===== config.mk =====
export PLATFORM = sky130hd
export DESIGN_NAME = sqrt_arbiter
export DESIGN_NICKNAME = d
export VERILOG_FILES = /design/src/rtl/sqrt_arbiter.sv
export SDC_FILE = /design/constraint.sdc
export NUM_CORES = 1
export LEC_CHECK = 0
export CAP_MARGIN = 40
export CELL_PAD_IN_SITES_DETAIL_PLACEMENT = 2
export CELL_PAD_IN_SITES_GLOBAL_PLACEMENT = 2
export CORE_MARGIN = 2
export CORE_UTILIZATION = 35
export DETAILED_ROUTE_END_ITERATION = 8
export DONT_BUFFER_PORTS = 1
export PLACE_DENSITY_LB_ADDON = 0.25
export REMOVE_ABC_BUFFERS = 1
export SETUP_SLACK_MARGIN = 0.4
export SLEW_MARGIN = 20
export SYNTH_ARGS = -nofsm -noshare
export SYNTH_HDL_FRONTEND = slang
export SYNTH_SLANG_ARGS = --single-unit

===== constraint.sdc =====
create_clock -name int_clk -period 3.8 [get_ports int_clk]
set_input_delay 0.76 -clock int_clk [delete_from_list [all_inputs] [get_ports int_clk]]
set_output_delay 0.76 -clock int_clk [all_outputs]
set_load 0.01 [all_outputs]

===== src/rtl/sqrt_arbiter.sv =====
`default_nettype none
// ============================================================================
// Module   : sqrt_arbiter
// Brief    : Round-robin sharing of one multi-cycle FP sqrt unit among NREQ
//            requesters. Optional macro SQRT_ARB_BYPASS_EN answers +0, -0 and
//            1.0 directly without using the unit.
// Revision : 1.0 - initial release
// ============================================================================
module sqrt_arbiter #(
    parameter int NREQ    = 4,
    parameter int WIDTH   = 32,
    parameter int TIMEOUT = 255
) (
    input  logic                  int_clk,
    input  logic                  rst_n,
    input  logic [NREQ-1:0]       req_valid,
    input  logic [NREQ*WIDTH-1:0] req_operand,
    output logic [NREQ-1:0]       req_ready,
    output logic [NREQ-1:0]       resp_valid,
    output logic [WIDTH-1:0]      resp_data,
    output logic                  resp_err,
    output logic                  busy,
    output logic [WIDTH-1:0]      sq_A,
    output logic                  sq_start,
    input  logic                  sq_done,
    input  logic [WIDTH-1:0]      sq_Out
);
    localparam int               c_IW      = $clog2(NREQ);
    localparam logic [WIDTH-1:0] c_QNAN    = WIDTH'(32'h7fc0_0000);
    localparam logic [15:0]      c_TO_LAST = 16'(TIMEOUT - 1);
    localparam logic [NREQ-1:0]  c_ONE     = NREQ'(1);

    typedef enum logic [1:0] {
        S_IDLE  = 2'd0,
        S_ISSUE = 2'd1,
        S_WAIT  = 2'd2,
        S_RESP  = 2'd3
    } state_t;

    state_t            r_state;
    state_t            w_next;
    logic [c_IW-1:0]   r_last_grant;
    logic [c_IW-1:0]   r_grant;
    logic [15:0]       r_count;
    logic [NREQ-1:0]   r_req_ready;
    logic [NREQ-1:0]   r_resp_valid;
    logic [WIDTH-1:0]  r_resp_data;
    logic              r_resp_err;
    logic              r_busy;
    logic [WIDTH-1:0]  r_sq_A;
    logic              r_sq_start;

    logic              w_found;
    logic [c_IW-1:0]   w_idx;
    logic [c_IW-1:0]   w_cand;
    logic [WIDTH-1:0]  w_op;
    logic              w_neg;
    logic              w_bypass;
    logic              w_timeout;

    // Scan upward from the slot after the last grant, wrapping modulo NREQ.
    always_comb begin
        w_found = 1'b0;
        w_idx   = '0;
        w_cand  = '0;
        for (int k = 1; k <= NREQ; k++) begin
            w_cand = c_IW'((int'(r_last_grant) + k) % NREQ);
            if (!w_found && req_valid[w_cand]) begin
                w_found = 1'b1;
                w_idx   = w_cand;
            end
        end
    end

    assign w_op      = req_operand[w_idx*WIDTH +: WIDTH];
    assign w_neg     = w_op[WIDTH-1] && (w_op[WIDTH-2:0] != '0);
    assign w_timeout = (r_count == c_TO_LAST);

`ifdef SQRT_ARB_BYPASS_EN
    assign w_bypass  = (w_op[WIDTH-2:0] == '0) || (w_op == WIDTH'(32'h3f80_0000));
`else
    assign w_bypass  = 1'b0;
`endif

    always_comb begin
        w_next = r_state;
        case (r_state)
            S_IDLE:  if (w_found) w_next = (w_neg || w_bypass) ? S_RESP : S_ISSUE;
            S_ISSUE: w_next = S_WAIT;
            S_WAIT:  if (sq_done || w_timeout) w_next = S_RESP;
            S_RESP:  w_next = S_IDLE;
            default: w_next = S_IDLE;
        endcase
    end

    always_ff @(posedge int_clk or negedge rst_n) begin
        if (!rst_n) r_state <= S_IDLE;
        else        r_state <= w_next;
    end

    // Outputs are registered: each state's action is visible the cycle after it.
    always_ff @(posedge int_clk or negedge rst_n) begin
        if (!rst_n) begin
            r_last_grant <= c_IW'(NREQ - 1);
            r_grant      <= '0;
            r_count      <= '0;
            r_req_ready  <= '0;
            r_resp_valid <= '0;
            r_resp_data  <= '0;
            r_resp_err   <= 1'b0;
            r_busy       <= 1'b0;
            r_sq_A       <= '0;
            r_sq_start   <= 1'b0;
        end else begin
            r_req_ready  <= '0;
            r_resp_valid <= '0;
            r_sq_start   <= 1'b0;
            r_busy       <= (w_next != S_IDLE);
            case (r_state)
                S_IDLE: begin
                    if (w_found) begin
                        r_grant     <= w_idx;
                        r_req_ready <= c_ONE << w_idx;
                        if (w_neg) begin
                            r_resp_data <= c_QNAN;
                            r_resp_err  <= 1'b1;
                        end else if (w_bypass) begin
                            r_resp_data <= w_op;
                            r_resp_err  <= 1'b0;
                        end else begin
                            r_sq_A      <= w_op;
                        end
                    end
                end
                S_ISSUE: begin
                    r_sq_start <= 1'b1;
                    r_count    <= '0;
                end
                S_WAIT: begin
                    if (sq_done) begin
                        r_resp_data <= sq_Out;
                        r_resp_err  <= 1'b0;
                    end else if (w_timeout) begin
                        r_resp_data <= c_QNAN;
                        r_resp_err  <= 1'b1;
                    end else begin
                        r_count     <= r_count + 16'd1;
                    end
                end
                S_RESP: begin
                    r_resp_valid <= c_ONE << r_grant;
                    r_last_grant <= r_grant;
                end
                default: ;
            endcase
        end
    end

    assign req_ready  = r_req_ready;
    assign resp_valid = r_resp_valid;
    assign resp_data  = r_resp_data;
    assign resp_err   = r_resp_err;
    assign busy       = r_busy;
    assign sq_A       = r_sq_A;
    assign sq_start   = r_sq_start;

endmodule
`default_nettype wire

==> flow_summary_export.csv <==
group,metric,value,unit
status,outcome,"finished clean",
setup_path,path_max_fanout,8,
sta,max_slew_margin,52.3,%
sta,min_period,3.58,ns
final_layout,n_antenna_cell,0,
detailed_routing,first_pass_iters,4,
placement,gp_congestion,0.768,
sta,worst_slack,0.220,ns
final_layout,nFillCells,1466,
detailed_routing,drtAntennaViolNets,0,
final_layout,nets,684,
clock_tree,cts_buffer_depth,2,
floorplan,die_height,127,um
clock_tree,ctsHtreeMaxLevel,3,
clock_tree,ctsHoldBuffers,0,
pwr,ir_drop,374,uV
setup_path,crit_path_start_kind,"register",
synth,async_reset_ff_share,100,%
synth,ys_ff_latch,97,
final_layout,design_area,6490,um2
grt,grt_usage,19.9,%
pwr,p_per_area,854,nW/um2
final_layout,regArea,2430,um2
flow_run,maxCapViolCount,0,
sta,worst_pin_slew,0.712,ns
placement,pre_cts_slack,0.00445,ns
grt,grt_max_degree,98,
setup_path,slowest_stage,"dfstp_2",
setup_path,arrival,3.82,ns
synth,synth_cells,481,
floorplan,design.core.area,14600,um2
synth,synth_edf_count,0,
detailed_routing,vias,3926,
sta,grt_setup_unrepaired,"yes",
final_layout,multi_input_area,2830,um2
final_layout,area_growth_syn_to_layout,22.9,%
setup_path,max_stage_delay,0.54,ns
clock_tree,clockRootBuffer,"clkbuf_16",
synth,syn_area,5280,um2
clock_tree,insertion_delay,0.35,ns
synth,synth_area_leaders,"dfrtp_1 (45%), mux2i_1 (22%), mux2_2 (5.1%), mux2_1 (3.6%), nand2_1 (3.1%)",
detailed_routing,wire_per_inst,25.8,um
placement,numPortBuffers,0,
synth,syn_area_per_cell,11.0,um2
clock_tree,clock_sinks,97,
sta,finalSetupViolations,0,
setup_path,cp.required,4.04,ns
detailed_routing,drtIter0Drc,139,
grt,grt_pass1_vias,4221,
clock_tree,path_clk_slew,0.07,ns
floorplan,die_w,127,um
detailed_routing,vias_per_cell,5.61,
sta,hold_viol,0,
synth,yosysWarnings,0,
clock_tree,numCtsBuffers,9,
pwr,finalPower,5.54,mW
synth,ys_seq_area_share,46.0,%
synth,synth_top_area_cell,"dfrtp_1",
floorplan,start_util,36.1,%
grt,grt_first_pass_wirelength,24500,um
final_layout,fin_util,44.3,%
floorplan,rows,44,
grt,overflow,0,
setup_path,worstSetupPathType,"reg2reg",
grt,antenna_found_initial,0,
clock_tree,cts_tree,"yes",
final_layout,drive_above_1_share,23.6,%
sta,fmax,279,MHz
synth,synthFlopType,"dfrtp_1",
pwr,cellLeakagePower,2.91,nW
sta,worst_clock_skew,0.0133,ns
placement,hpwl,11700,um
detailed_routing,route.detailed.drc,0,
setup_path,crit_path_cell_trace,"and3b_2, o32a_4, buf_4, clkbuf_16, mux2i_1, mux2i_1, nor4_1, nand4_1, o21bai_4, nand2_4, clkbuf_16, mux2_4",
floorplan,ios,242,
placement,place_area,5520,um2
synth,synth.top_cell.area_share,45.0,%
synth,synth_cell_types,42,
sta,slew_viol_final,0,
floorplan,dieArea,16100,um2
sta,period_share,94.2,%
worst_hold_path,hold_class,"in2async",
setup_path,critPathCaptureType,"register",
detailed_routing,drt_wl_total,18000,um
[critical path: cells and delay by family (launching register included)]
kind | cells | cell delay (ns)
mux | 3 | 0.75
simple gates | 4 | 0.87
buf+inv | 3 | 0.54
compound gates | 2 | 0.75
flops | 1 | 0.54
[cells by family after synthesis]
kind of cell / count (synthesis) / share of synthesized area (%)
AND/OR/NAND/NOR: 126 / 11.6
AO/OA/AOI/OAI: 29 / 3.53
adder cells (fa/ha/maj): 6 / 1.42
flip-flops: 97 / 46.0
buffers and inverters: 54 / 4.67
XOR/XNOR: 11 / 1.82
multiplexers: 158 / 30.9
[metrics by stage]
step           hold slack [ns]  instances  setup TNS [ns]
2_1_floorplan            0.456        460         -113.31
3_3_place_gp             0.467        653               0
3_5_place_dp             0.467        655               0
4_1_cts                 0.0811        679               0
5_1_grt                 0.0696        700               0
6_report                0.0924        700               0
[metal layers]
layer | part of all wire (%) | global-route usage [%]
met1 | 35 | 21.8
met2 | 56 | 37.9
met3 | 6.8 | 5.82
met4 | 2.1 | 4.59
met5 | 0 | 0
[final timing paths]
path                                 start         endpoint  slack (ns)  cells after the start
setup / recovery           r_last_grant[0]          sq_A[2]        0.22                     12
hold / removal                       rst_n     resp_data[1]        0.09                      0
setup reg to reg           r_last_grant[0]          sq_A[2]        0.22                     12
hold reg to reg                 r_grant[1]    resp_valid[0]        0.54                      1
max in group asynchronous            rst_n  r_last_grant[1]        3.50                      0
min in group int_clk            r_grant[1]    resp_valid[0]        0.54                      1
[power by group]
part | total, mW | internal, mW | switching, mW
sequential | 2.03 | 1.47 | 0.568
combinational | 2.49 | 1.29 | 1.19
clock | 1.02 | 0.601 | 0.423
total | 5.54 | 3.36 | 2.19
[cells in the mapped netlist, types with 2 or more instances]
master	count
buf_6	2
mux2_1	17
or3_1	3
buf_2	11
clkbuf_1	4
buf_4	4
xnor2_1	4
inv_1	33
nand2_1	43
mux2_2	24
ha_1	6
and3_1	5
o211ai_1	3
nand2b_1	12
or2_2	2
a21oi_1	8
nor4_1	8
dfstp_2	2
mux2i_1	117
and2_1	2
nor2b_1	3
nand3_1	12
xor2_1	7
nor2_1	22
nand4_1	4
o21ai_0	9
dfrtp_1	95
nor3_1	5
[layout make-up]
type	instances	share of cell area [%]
multi-input cells	332	43.5
inverters	33	1.91
flip-flops and latches	97	37.4
clock inverters	5	1.31
repair buffers	38	8.52
clock buffers	11	3.74
well taps	184	3.55
[cell usage in the layout (no fill, tap or decap), drive strengths merged, types with 8 or more instances in the layout]
cell    instances
nor4            8
nand2          43
nand3          12
nor2           22
mux2i         117
buf            31
nand2b         12
clkbuf         18
o21ai          12
dfrtp          95
inv            35
a21oi           8
mux2           41
[what timing repair did]
item                       in CTS  in global routing
buffers inserted                5                 12
pin swaps                       7                 11
setup endpoints to repair      64                 65
resized for setup               9                 39
cloned                          3                  9
[sequential cells by signal, indices dropped and copies added, names as in the netlist]
signal	count
r_state	2
resp_err	1
req_ready	4
sq_A	32
r_count	16
r_last_grant	2
sq_start	1
resp_data	32
r_grant	2
resp_valid	4
busy	1
No activity file was read; power rests on OpenSTA's default activity.
